$ cat src/rtl/yutorina_if_stage.sv
// yutorina_if_stage: instruction fetch stage in front of a scratch-pad memory (SPM).
// Issues one word fetch per cycle and delivers it to decode one cycle later.
// Handles downstream stalls, branch and exception redirects, and a HALT state.
// Optional feature: define YUTORINA_IF_RANGE_CHECK_EN to reject fetches outside
// the SPM window. A rejected fetch raises a one-cycle if_fault pulse.
// Without the macro, the upper pc bits alias onto the SPM and if_fault is tied low.
module yutorina_if_stage #(
    parameter logic [31:0] RESET_VECTOR = 32'h0000_0000,
    parameter logic [31:0] SPM_BASE     = 32'h0000_0000,
    parameter int          SPM_AW       = 12
) (
    input  logic              clk,
    input  logic              reset_,
    output logic [SPM_AW-1:0] i_addr,
    output logic              i_as_,
    input  logic [31:0]       i_r_data,
    input  logic              stall,
    input  logic              br_taken,
    input  logic [31:0]       br_addr,
    input  logic              flush,
    input  logic [31:0]       flush_pc,
    input  logic              halt_req,
    output logic [31:0]       if_pc,
    output logic [31:0]       if_insn,
    output logic              if_en,
    output logic              if_fault
);

    typedef enum logic {
        RUN  = 1'b0,
        HALT = 1'b1
    } state_t;

`ifdef YUTORINA_IF_RANGE_CHECK_EN
    localparam bit RANGE_CHECK = 1'b1;
`else
    localparam bit RANGE_CHECK = 1'b0;
`endif

    state_t      state;
    logic [31:0] pc;
    logic [31:0] if_pc_q;
    logic        valid_q;
    logic [31:0] hold_q;
    logic        hold_v;
    logic        window_hit;
    logic        in_window;

`ifdef YUTORINA_IF_RANGE_CHECK_EN
    logic        fault_q;
    logic        fault_lock;
`endif

    // Window decode.
    // When range checking is compiled out, every address counts as inside the window.
    always_comb begin
        window_hit = (pc[31:SPM_AW+2] == SPM_BASE[31:SPM_AW+2]);
        in_window  = !RANGE_CHECK || window_hit;
    end

    // SPM request side.
    // The strobe is only asserted when the fetch will really be consumed.
    always_comb begin
        i_addr = pc[SPM_AW+1:2];
        i_as_  = !((state == RUN) && !stall && !halt_req && in_window);
    end

    // Delivered instruction.
    // The word captured at the start of a stall wins, then live SPM data, then a NOP.
    always_comb begin
        if (hold_v) begin
            if_insn = hold_q;
        end else if (valid_q) begin
            if_insn = i_r_data;
        end else begin
            if_insn = 32'h0000_0000;
        end
        if_en = valid_q;
        if_pc = if_pc_q;
    end

`ifdef YUTORINA_IF_RANGE_CHECK_EN
    assign if_fault = fault_q;
`else
    assign if_fault = 1'b0;
`endif

    // Fetch sequencer.
    // Priority order: reset, flush, halt hold, branch, stall, halt entry, advance.
    always_ff @(posedge clk) begin
        if (!reset_) begin
            pc      <= RESET_VECTOR;
            state   <= RUN;
            if_pc_q <= 32'h0000_0000;
            valid_q <= 1'b0;
            hold_v  <= 1'b0;
            hold_q  <= 32'h0000_0000;
`ifdef YUTORINA_IF_RANGE_CHECK_EN
            fault_q    <= 1'b0;
            fault_lock <= 1'b0;
`endif
        end else begin
`ifdef YUTORINA_IF_RANGE_CHECK_EN
            fault_q <= 1'b0;
`endif
            if (flush) begin
                pc      <= flush_pc;
                valid_q <= 1'b0;
                hold_v  <= 1'b0;
                state   <= RUN;
`ifdef YUTORINA_IF_RANGE_CHECK_EN
                fault_lock <= 1'b0;
`endif
            end else if (state == HALT) begin
                valid_q <= 1'b0;
                hold_v  <= 1'b0;
            end else if (br_taken) begin
                pc      <= br_addr;
                valid_q <= 1'b0;
                hold_v  <= 1'b0;
`ifdef YUTORINA_IF_RANGE_CHECK_EN
                fault_lock <= 1'b0;
`endif
            end else if (stall) begin
                if (!hold_v) begin
                    hold_q <= i_r_data;
                    hold_v <= 1'b1;
                end
            end else if (halt_req) begin
                state   <= HALT;
                valid_q <= 1'b0;
                hold_v  <= 1'b0;
            end else if (!in_window) begin
                valid_q <= 1'b0;
                hold_v  <= 1'b0;
`ifdef YUTORINA_IF_RANGE_CHECK_EN
                if (!fault_lock) begin
                    fault_q    <= 1'b1;
                    fault_lock <= 1'b1;
                end
`endif
            end else begin
                if_pc_q <= pc;
                valid_q <= 1'b1;
                hold_v  <= 1'b0;
                pc      <= pc + 32'd4;
            end
        end
    end

endmodule

$ cat config.mk
export PLATFORM = sky130hd
export DESIGN_NAME = yutorina_if_stage
export DESIGN_NICKNAME = d
export VERILOG_FILES = /design/src/rtl/yutorina_if_stage.sv
export SDC_FILE = /design/constraint.sdc
export NUM_CORES = 1
export LEC_CHECK = 0
export ABC_AREA = 0
export CORE_MARGIN = 2
export CORE_UTILIZATION = 49
export DETAILED_ROUTE_END_ITERATION = 7
export PLACE_DENSITY_LB_ADDON = 0.2
export SYNTH_ARGS = -nofsm -noshare
export SYNTH_HDL_FRONTEND = slang
export SYNTH_SLANG_ARGS = --single-unit
$ cat constraint.sdc
create_clock -name clk -period 3.1 [get_ports clk]
set_input_delay 0.31 -clock clk [delete_from_list [all_inputs] [get_ports clk]]
set_output_delay 0.31 -clock clk [all_outputs]
set_load 0.05 [all_outputs]
* Word-level counts from Yosys, hierarchy flattened *
Cells that the tools add are included.

word-level totals
  register bits after elaboration = 99
  input bits = 102
  output and inout port bits = 79
  word-level logic and storage cells = 40

operators by class
  $add $sub $neg = 1
  eq/ne operators = 3
  muxes and demuxes = 13
  bitwise logic cells = 7
  reductions and logical operators = 10

operators with widths
  cell                   number
  $mux 32                7
  $add 32x3->32 const B  1
  $reduce_and 5->1       2
  $not 1->1              7
  $mux 1                 6
  $reduce_or 4->1        1
  $logic_not 1->1        3
  $ne 3x1->1 const B     1
  $ne 3x3->1 const B     1
  $reduce_and 3->1       1
  $logic_and 1x1->1      2
  $ne 2x2->1 const B     1
  $reduce_or 2->1        1

* Logic depth before layout (Yosys ltp) *
Gate-level depths: netlist of run 1.

  depth after elaboration = 6
  gate-level depth with buffers = 7
  gate-level depth less buffers = 6

* Worst setup path before layout of run 1 *
OpenSTA, ideal clock, no wires.

  path kind = register to output
  start = register valid_q, in the netlist if_en
  end = output port if_insn[22]
  arrival time = 2.291 ns
  required time = 2.790 ns
  setup slack = 0.499 ns
  stages on the path, launching flop included = 5
  buffers on the path = 2
  cell sequence = dfxtp_1 -> clkbuf_1 -> clkbuf_1 -> nand2_1 -> o21ai_0

between the ends
  cells in the longest elaborated chain, start to end = 2

ends and longest elaborated chain
  element                 line  text
  from (decl)             43    logic valid_q;
  from (signal assigned)  95    valid_q <= 1'b0;
  from (signal assigned)  108   valid_q <= 1'b0;
  from (signal assigned)  115   valid_q <= 1'b0;
  $mux 32                 73    end else if (valid_q) begin
  $mux 32                 71    if (hold_v) begin
  to (decl)               24    output logic [31:0] if_insn,

Every way passes these cells.

* Worst setup path after layout of run 1 *
  start = register hold_v
  end = output port if_insn[3]

between the ends
  cells in the longest elaborated chain, start to end = 1

ends and longest elaborated chain
  element                 line  text
  from (decl)             45    logic hold_v;
  from (signal assigned)  96    hold_v <= 1'b0;
  from (signal assigned)  109   hold_v <= 1'b0;
  from (signal assigned)  116   hold_v <= 1'b0;
  $mux 32                 71

Every way passes these cells.

==> results of run 1 <==
-- worst min-delay path: stages (launching register included) --
cell,delay [ns]
dfxtp_1,0.32
nand2_1,0.05
a21oi_1,0.05
-- cell usage after synthesis, types with 5 or more instances --
cell and count:
a221oi_1 7, nor4_1 5, buf_4 13, a21oi_1 89, nand4_1 9, a31oi_1 7
nand2_1 222, a22oi_1 11, nand3_1 9, o211ai_1 6, clkbuf_1 49, inv_1 9
o221ai_1 5, nor2_1 25, o21ai_0 57, nor3_1 10, dfxtp_1 99, and3_1 10
-- final cells by class --
type | instances | area [sq um]
clock buffers | 11 | 151
clock inverters | 4 | 50.0
fillers | 884 | 3100
inverters | 10 | 37.5
multi-input cells | 542 | 2840
flip-flops and latches | 99 | 1980
well taps | 136 | 170
repair buffers | 198 | 1950
-- power breakdown --
part           internal [mW]  switching, mW  total [mW]
Clock                  0.412          0.445       0.857
Combinational          0.251          0.290       0.541
Sequential              1.32         0.0732        1.40
-- routing by layer --
metal,wire length [um],part of all wire
met2,7840,0.49
met3,1140,0.071
met4,455,0.029
met5,0,0
met1,6540,0.41
-- flip-flops by register name, summed over array words and instances, names as in the netlist --
signal,count
state,1
if_pc,32
if_en,1
hold_v,1
pc,32
hold_q,32
-- through the flow --
step / area, sq um / utilization
detailed placement: 6980 / 0.679
global placement: 6980 / 0.679
global route: 7180 / 0.699
floorplan: 5160 / -
finish: 7180 / 0.699
CTS: 7180 / 0.699
-- final timing paths --
kind | startpoint | endpoint | slack (ns) | depth (start not counted)
max | hold_v$_SDFF_PP0_ | if_insn[3] | 0.47 | 4
max reg2reg | pc[3]$_SDFFE_PN0P_ | pc[24]$_SDFFE_PN0P_ | 0.69 | 6
min | if_pc[15]$_SDFFE_PN0P_ | if_pc[15]$_SDFFE_PN0P_ | 0.46 | 2
min reg2reg | if_pc[15]$_SDFFE_PN0P_ | if_pc[15]$_SDFFE_PN0P_ | 0.46 | 2
-- kinds of logic (layout without fill, tap and decap cells) --
| family | count (synthesis) | after routing | share of synthesized area |
|---|---|---|---|
| adder cells (fa/ha/maj) | 1 | 1 | 0.00242 |
| other | 1 | 1 | 0.000727 |
| AO/OA/AOI/OAI | 219 | 219 | 0.257 |
| AND/OR/NAND/NOR | 317 | 317 | 0.279 |
| XOR/XNOR | 1 | 1 | 0.00170 |
| flip-flops | 99 | 99 | 0.384 |
| buffers and inverters | 77 | 223 | 0.0693 |
| multiplexers | 3 | 3 | 0.00582 |
==> flow_metrics.tcl, run 1 <==
set metrics [dict create \
    synth_area_leaders "dfxtp_1 38%, nand2_1 16%, a21oi_1 8.6%, o21ai_0 5.5%, clkbuf_1 3.6%" \
    crit_chain "buf_4 -> nand2_1 -> o21ai_0 -> clkdlybuf4s50_1" \
    grtUsageMet2 0.487 \
    synthCells 718 \
    top_level_ports 181 \
    grt_pass1_vias 5456 \
    arrival_ns 2.32 \
    first_pass_iters 5 \
    numCtsBuffers 9 \
    grt_usage 0.279 \
    die-width_um 107 \
    antenna_left 0 \
    ir_worst_vdd_mv 0.259 \
    grtUsageMet3 0.0377 \
    syn-cell-area_sq_mm 0.00516 \
    most-common-layout-cells "222 x nand2_1, 179 x clkdlybuf4s50_1, 98 x dfxtp_1, 89 x a21oi_1, 57 x o21ai_0" \
    final_layout_size_suffix_gt1_frac 0.0579 \
    async_reset_ff_frac 0 \
    end_kind "primary output" \
    slew_headroom 0.562 \
    hold_buffers 0 \
    holdWs_ns 0.456 \
    crit_buf_inv 2 \
    wirelength_um 16000 \
    antenna_found_initial 0 \
    start_util 0.502 \
    grt_max_degree 61 \
    cpLargestDelayFamily "buffers and inverters" \
    io_buffers 179 \
    cp_max_fo 60 \
    grt.busiest_layer "met2" \
    period_needed_ns 2.63 \
    clkTransAtPathRegs_ns 0.09 \
    finalWeightedCongestion 0.886 \
    nets 963 \
    fin_tns_setup_ns 0 \
    skew_ns 0.00802 \
    netlist.area_leader.share 0.384 \
    dp_cells 985 \
    vias 5748 \
    num_rows 37 \
    final_common_cell "nand2_1" \
    clk-insertion-delay-late_ns 0.37 \
    antenna_cells 0 \
    ys_warn_count 0 \
    cts_tree "built" \
    routedWlPerCell_um 16.0 \
    start_kind "register" \
    ys_types 63 \
    period_share 0.847 \
    max_slew.worst_pin.slew_ns 0.654 \
    ys_seq_elements 99 \
    clkSinkCount 99 \
    grt_pass1_wl_um 25800 \
    die_y_um 107 \
    setup_ws_ns 0.475 \
    outcome "completed" \
    critPathSlowestCell "clkdlybuf4s50_1" \
    dpl_worst_slack_ns 0.638 \
    crit_required_ns 2.79 \
    area_growth_syn_to_layout_pct 39.1 \
    synth-seq-area-share 0.384 \
    postSynthNetCount 821 \
    clockRootBuffer "clkbuf_8" \
    rsz0062_at_grt "false" \
    yosys.area.top_type "dfxtp_1" \
    drt-initial-drc-count 419 \
    cts_resized 0 \
    setup_violations 0 \
    post_drt_via_cell_ratio 5.75 \
    avgSynthCellArea_sq_um 7.19 \
    power_mw 2.79 \
    grt_util_met1 0.343 \
    drc 0 \
    cts.path.max_buffers 2 \
    drv_cap 0 \
    drv_slew 0 \
    powerDensity_mw_per_mm2 389 \
    p_leak_nw 2.50 \
    path_class "reg2out" \
    final-hold-violation-count 0 \
    synth_top_flop_cell "dfxtp_1" \
    cp_slowest_stage_delay_ns 0.84 \
    postCtsSetupBuffers 0 \
    grt-ovfl-total 0 \
    worstHoldPathType "reg2reg" \
    final_cells 1000 \
    synth_edf_count 0 \
    clock.fmax_mhz 381 \
    htreeDepth 3 \
    hpwl_um 11700 \
    die_area_sq_mm 0.0114 \
    coreArea_sq_mm 0.0103 \
]
Power figures use the tool's default switching activity.
==> run 2: changes to the inputs <==
--- a/config.mk
+++ b/config.mk
@@ -7,7 +7,7 @@
 export LEC_CHECK = 0
 export ABC_AREA = 0
 export CORE_MARGIN = 2
-export CORE_UTILIZATION = 49
+export CORE_UTILIZATION = 46
 export DETAILED_ROUTE_END_ITERATION = 7
 export PLACE_DENSITY_LB_ADDON = 0.2
 export SYNTH_ARGS = -nofsm -noshare
==> constraint.sdc (replaced) <==
create_clock -name clk -period 2.45 [get_ports clk]
set_input_delay 0.245 -clock clk [delete_from_list [all_inputs] [get_ports clk]]
set_output_delay 0.245 -clock clk [all_outputs]
set_load 0.05 [all_outputs]
==> flow_metrics.tcl, run 2 (synthesis results as in run 1) <==
set metrics [dict create \
    outcome "completed" \
    period_needed_ns 2.32 \
    clockRootBuffer "clkbuf_8" \
    final_common_cell "nand2_1" \
    arrival_ns 2.08 \
    antenna_left 0 \
    powerDensity_mw_per_mm2 488 \
    htreeDepth 3 \
    grt-ovfl-total 0 \
    hold_path_end "hold_q[5]$_SDFFE_PN0P_" \
    skew_ns 0.0107 \
    clkSinkCount 99 \
    rrSetupSlack_ns 0.33 \
    top_level_ports 181 \
    cp_max_fo 13 \
    grt_max_degree 79 \
    ir_worst_vdd_mv 0.246 \
    antenna_cells 0 \
    hpwl_um 11800 \
    setup_violations 0 \
    path_class "reg2out" \
    postCtsSetupBuffers 0 \
    fin_area_sq_mm 0.00723 \
    slew_headroom 0.612 \
    rsz0062_at_grt "false" \
    hp-start "i_r_data[5]" \
    drc 0 \
    drt-initial-drc-count 563 \
    hold_buffers 0 \
    clk-insertion-delay-late_ns 0.37 \
    rr_startpoint "pc[10]$_SDFFE_PN0P_" \
    worstHoldPathType "in2reg" \
    clkTransAtPathRegs_ns 0.09 \
    grt_pass1_vias 5395 \
    antenna_found_initial 0 \
    min_path_cells 3 \
    cts_resized 0 \
    holdWs_ns 0.448 \
    vias 5828 \
    drv_cap 0 \
    routedWlPerCell_um 15.9 \
    finalWeightedCongestion 0.900 \
    period_share 0.947 \
    power_mw 3.53 \
    crit_required_ns 2.20 \
    ff2ff_path_depth 5 \
    drv_slew 0 \
    final_cells 1020 \
    final_layout_size_suffix_gt1_frac 0.111 \
    coreArea_sq_mm 0.0109 \
    clock.fmax_mhz 431 \
    first_pass_iters 5 \
    area_growth_syn_to_layout_pct 40.1 \
    end_kind "primary output" \
    fin_tns_setup_ns 0 \
    die_area_sq_mm 0.0121 \
    timing.rr.end "pc[29]$_SDFFE_PN0P_" \
    max_slew.worst_pin.slew_ns 0.582 \
    grt_pass1_wl_um 25600 \
    start_kind "register" \
    die-width_um 110 \
    setup_ws_ns 0.130 \
    p_leak_nw 2.66 \
    final_util 0.664 \
    die_y_um 110 \
    io_buffers 179 \
    dp_cells 1004 \
    placed_area_sq_mm 0.00704 \
    post_drt_via_cell_ratio 5.71 \
    nets 978 \
    grt_usage 0.268 \
    cts.path.max_buffers 2 \
    numCtsBuffers 9 \
    most-common-layout-cells "222 x nand2_1, 146 x clkdlybuf4s50_1, 98 x dfxtp_1, 89 x a21oi_1, 64 x buf_4" \
    num_rows 38 \
    final-hold-violation-count 0 \
    start_util 0.474 \
    wirelength_um 16300 \
    dpl_worst_slack_ns 0.156 \
    cts_tree "built" \
]
==> run 2: cell count changes in the layout (fill, tap and decap cells not counted), sizes merged <==
cell	change
clkdlybuf4s50	-33
clkinvlp	-1
clkinv	+2
buf	+48
==> run 2: routing by layer <==
metal | share of wire | vias to the layer above | global-route usage
li1 | - | 2808 | -
met5 | 0 | - | 0
met3 | 0.086 | 30 | 0.0468
met2 | 0.47 | 272 | 0.457
met1 | 0.42 | 2718 | 0.338
met4 | 0.022 | 0 | 0.0976
==> run 2: worst max path at each step <==
stage / slack (ns) / to / start / cells past startpoint
global route: 0.07 / i_as_ / state$_SDFF_PP0_ / 2
global placement: 0.22 / pc[27]$_SDFFE_PN0P_ / flush / 6
floorplan: 0.21 / if_insn[21] / if_en$_SDFFE_PP0N_ / 3
finish: 0.13 / i_as_ / state$_SDFF_PP0_ / 2
detailed placement: 0.16 / pc[27]$_SDFFE_PN0P_ / flush / 6
CTS: 0.13 / i_as_ / state$_SDFF_PP0_ / 2
==> run 2: layout make-up <==
cell class                      count  area, sq um
Inverter                           10         37.5
Sequential cell                    99         1980
Clock inverter                      5         52.6
Clock buffer                       11          141
Multi-Input combinational cell    542         2840
Tap cell                          140          175
Timing Repair Buffer              213         2000
Fill cell                         949         3660
==> run 2: worst max-delay path, cell delays in order, from the launching register on <==
cell and delay, ns:
dfxtp_1 0.70, or3_1 0.21, clkdlybuf4s50_1 0.80
==> run 2: where the power goes <==
part,internal (mW),switching [mW]
logic,0.332,0.375
registers,1.67,0.0852
clock network,0.496,0.567
total,2.50,1.03
==> run 3: changes to the inputs <==
--- a/config.mk
+++ b/config.mk
@@ -6,6 +6,7 @@
 export NUM_CORES = 1
 export LEC_CHECK = 0
 export ABC_AREA = 0
+export CORE_ASPECT_RATIO = 1.2
 export CORE_MARGIN = 2
 export CORE_UTILIZATION = 46
 export DETAILED_ROUTE_END_ITERATION = 7
==> flow_metrics.tcl, run 3 (synthesis results as in run 1) <==
set metrics [dict create \
    rrSetupSlack_ns 0.26 \
    clock.fmax_mhz 458 \
    critPathSlowestCell "dfxtp_1" \
    final_common_cell "nand2_1" \
    routedWlPerCell_um 16.8 \
    period_needed_ns 2.19 \
    cp_max_fo 8 \
    nets 976 \
    cts.path.max_buffers 2 \
    antenna_found_initial 0 \
    start_kind "register" \
    crit_chain "nand4_4 -> or2_0 -> or3_4 -> or4_1 -> a31oi_1" \
    p_leak_nw 2.70 \
    end_kind "register" \
    hold_buffers 0 \
    top_level_ports 181 \
    setup_ws_ns 0.264 \
    final_util 0.663 \
    drv_slew 0 \
    arrival_ns 2.45 \
    coreArea_sq_mm 0.0110 \
    final_cells 1010 \
    skew_ns 0.00421 \
    worstHoldPathType "reg2reg" \
    final_layout_size_suffix_gt1_frac 0.112 \
    drv_cap 0 \
    path_class "reg2reg" \
    setup_violations 0 \
    dp_cells 994 \
    num_rows 42 \
    grt_pass1_wl_um 26800 \
    grt-ovfl-total 0 \
    fin_area_sq_mm 0.00729 \
    most-common-layout-cells "222 x nand2_1, 145 x clkdlybuf4s50_1, 98 x dfxtp_1, 89 x a21oi_1, 63 x buf_4" \
    die_y_um 120 \
    crit_required_ns 2.71 \
    clockRootBuffer "clkbuf_16" \
    numCtsBuffers 9 \
    cts_tree "built" \
    ir_worst_vdd_mv 0.310 \
    ff2ff_path_depth 5 \
    crit_buf_inv 0 \
    io_buffers 179 \
    dpl_worst_slack_ns 0.300 \
    drt-initial-drc-count 479 \
    crit_start "pc[5]$_SDFFE_PN0P_" \
    cp_slowest_stage_delay_ns 0.57 \
    grt_pass1_vias 5521 \
    min_path_cells 2 \
    drc 0 \
    first_pass_iters 5 \
    clkTransAtPathRegs_ns 0.07 \
    grt_max_degree 79 \
    cts_resized 0 \
    final-hold-violation-count 0 \
    holdWs_ns 0.454 \
    die-width_um 101 \
    rr_startpoint "pc[5]$_SDFFE_PN0P_" \
    rsz0062_at_grt "false" \
    hp-start "if_pc[31]$_SDFFE_PN0P_" \
    placed_area_sq_mm 0.00701 \
    cpLargestDelayFamily "simple AND/OR/NAND/NOR gates" \
    area_growth_syn_to_layout_pct 41.2 \
    outcome "completed" \
    power_mw 3.82 \
    die_area_sq_mm 0.0121 \
    period_share 0.892 \
    postCtsSetupBuffers 0 \
    powerDensity_mw_per_mm2 524 \
    vias 5768 \
    start_util 0.470 \
    antenna_cells 0 \
    max_slew.worst_pin.slew_ns 0.570 \
    grt_usage 0.275 \
    post_drt_via_cell_ratio 5.71 \
    wirelength_um 16900 \
    timing.rr.end "pc[19]$_SDFFE_PN0P_" \
    hold_path_end "if_pc[31]$_SDFFE_PN0P_" \
    finalWeightedCongestion 0.945 \
    clk-insertion-delay-late_ns 0.34 \
    clkSinkCount 99 \
    fin_tns_setup_ns 0 \
    htreeDepth 3 \
    slew_headroom 0.620 \
    hpwl_um 12000 \
    antenna_left 0 \
]
==> run 3: where the power goes <==
part	internal (mW)	leakage [nW]	total, mW	switching, mW
Combinational	0.331	1.75	0.714	0.383
Sequential	1.68	0.807	1.76	0.0851
Clock	0.717	0.143	1.35	0.630
==> run 3: area by class of cell <==
type | count | area, sq um
Clock buffer | 10 | 239
Clock inverter | 6 | 37.5
Fill cell | 955 | 3700
Inverter | 10 | 37.5
Multi-Input combinational cell | 542 | 2840
Sequential cell | 99 | 1980
Tap cell | 132 | 165
Timing Repair Buffer | 211 | 1980
==> run 3: worst register-to-register path, stage by stage, from the launching register on <==
cell     delay (ns)
dfxtp_1        0.57
nand4_4        0.22
or2_0          0.32
or3_4          0.36
or4_1          0.43
a31oi_1        0.21
==> run 3: routing by layer <==
| metal | GRT usage | vias to the layer above | share of wire |
|---|---|---|---|
| li1 | - | 2803 | - |
| met1 | 0.361 | 2658 | 0.43 |
| met2 | 0.445 | 272 | 0.47 |
| met3 | 0.0582 | 35 | 0.080 |
| met4 | 0.100 | 0 | 0.023 |
| met5 | 0 | - | 0 |
==> run 3: worst max-delay path by stage <==
| stage | to | slack (ns) | cells past startpoint |
|---|---|---|---|
| CTS | pc[19]$_SDFFE_PN0P_ | 0.27 | 5 |
| floorplan | if_insn[21] | 0.21 | 3 |
| finish | pc[19]$_SDFFE_PN0P_ | 0.26 | 5 |
| global placement | pc[13]$_SDFFE_PN0P_ | 0.36 | 7 |
| detailed placement | pc[19]$_SDFFE_PN0P_ | 0.30 | 6 |
| global route | pc[19]$_SDFFE_PN0P_ | 0.18 | 5 |
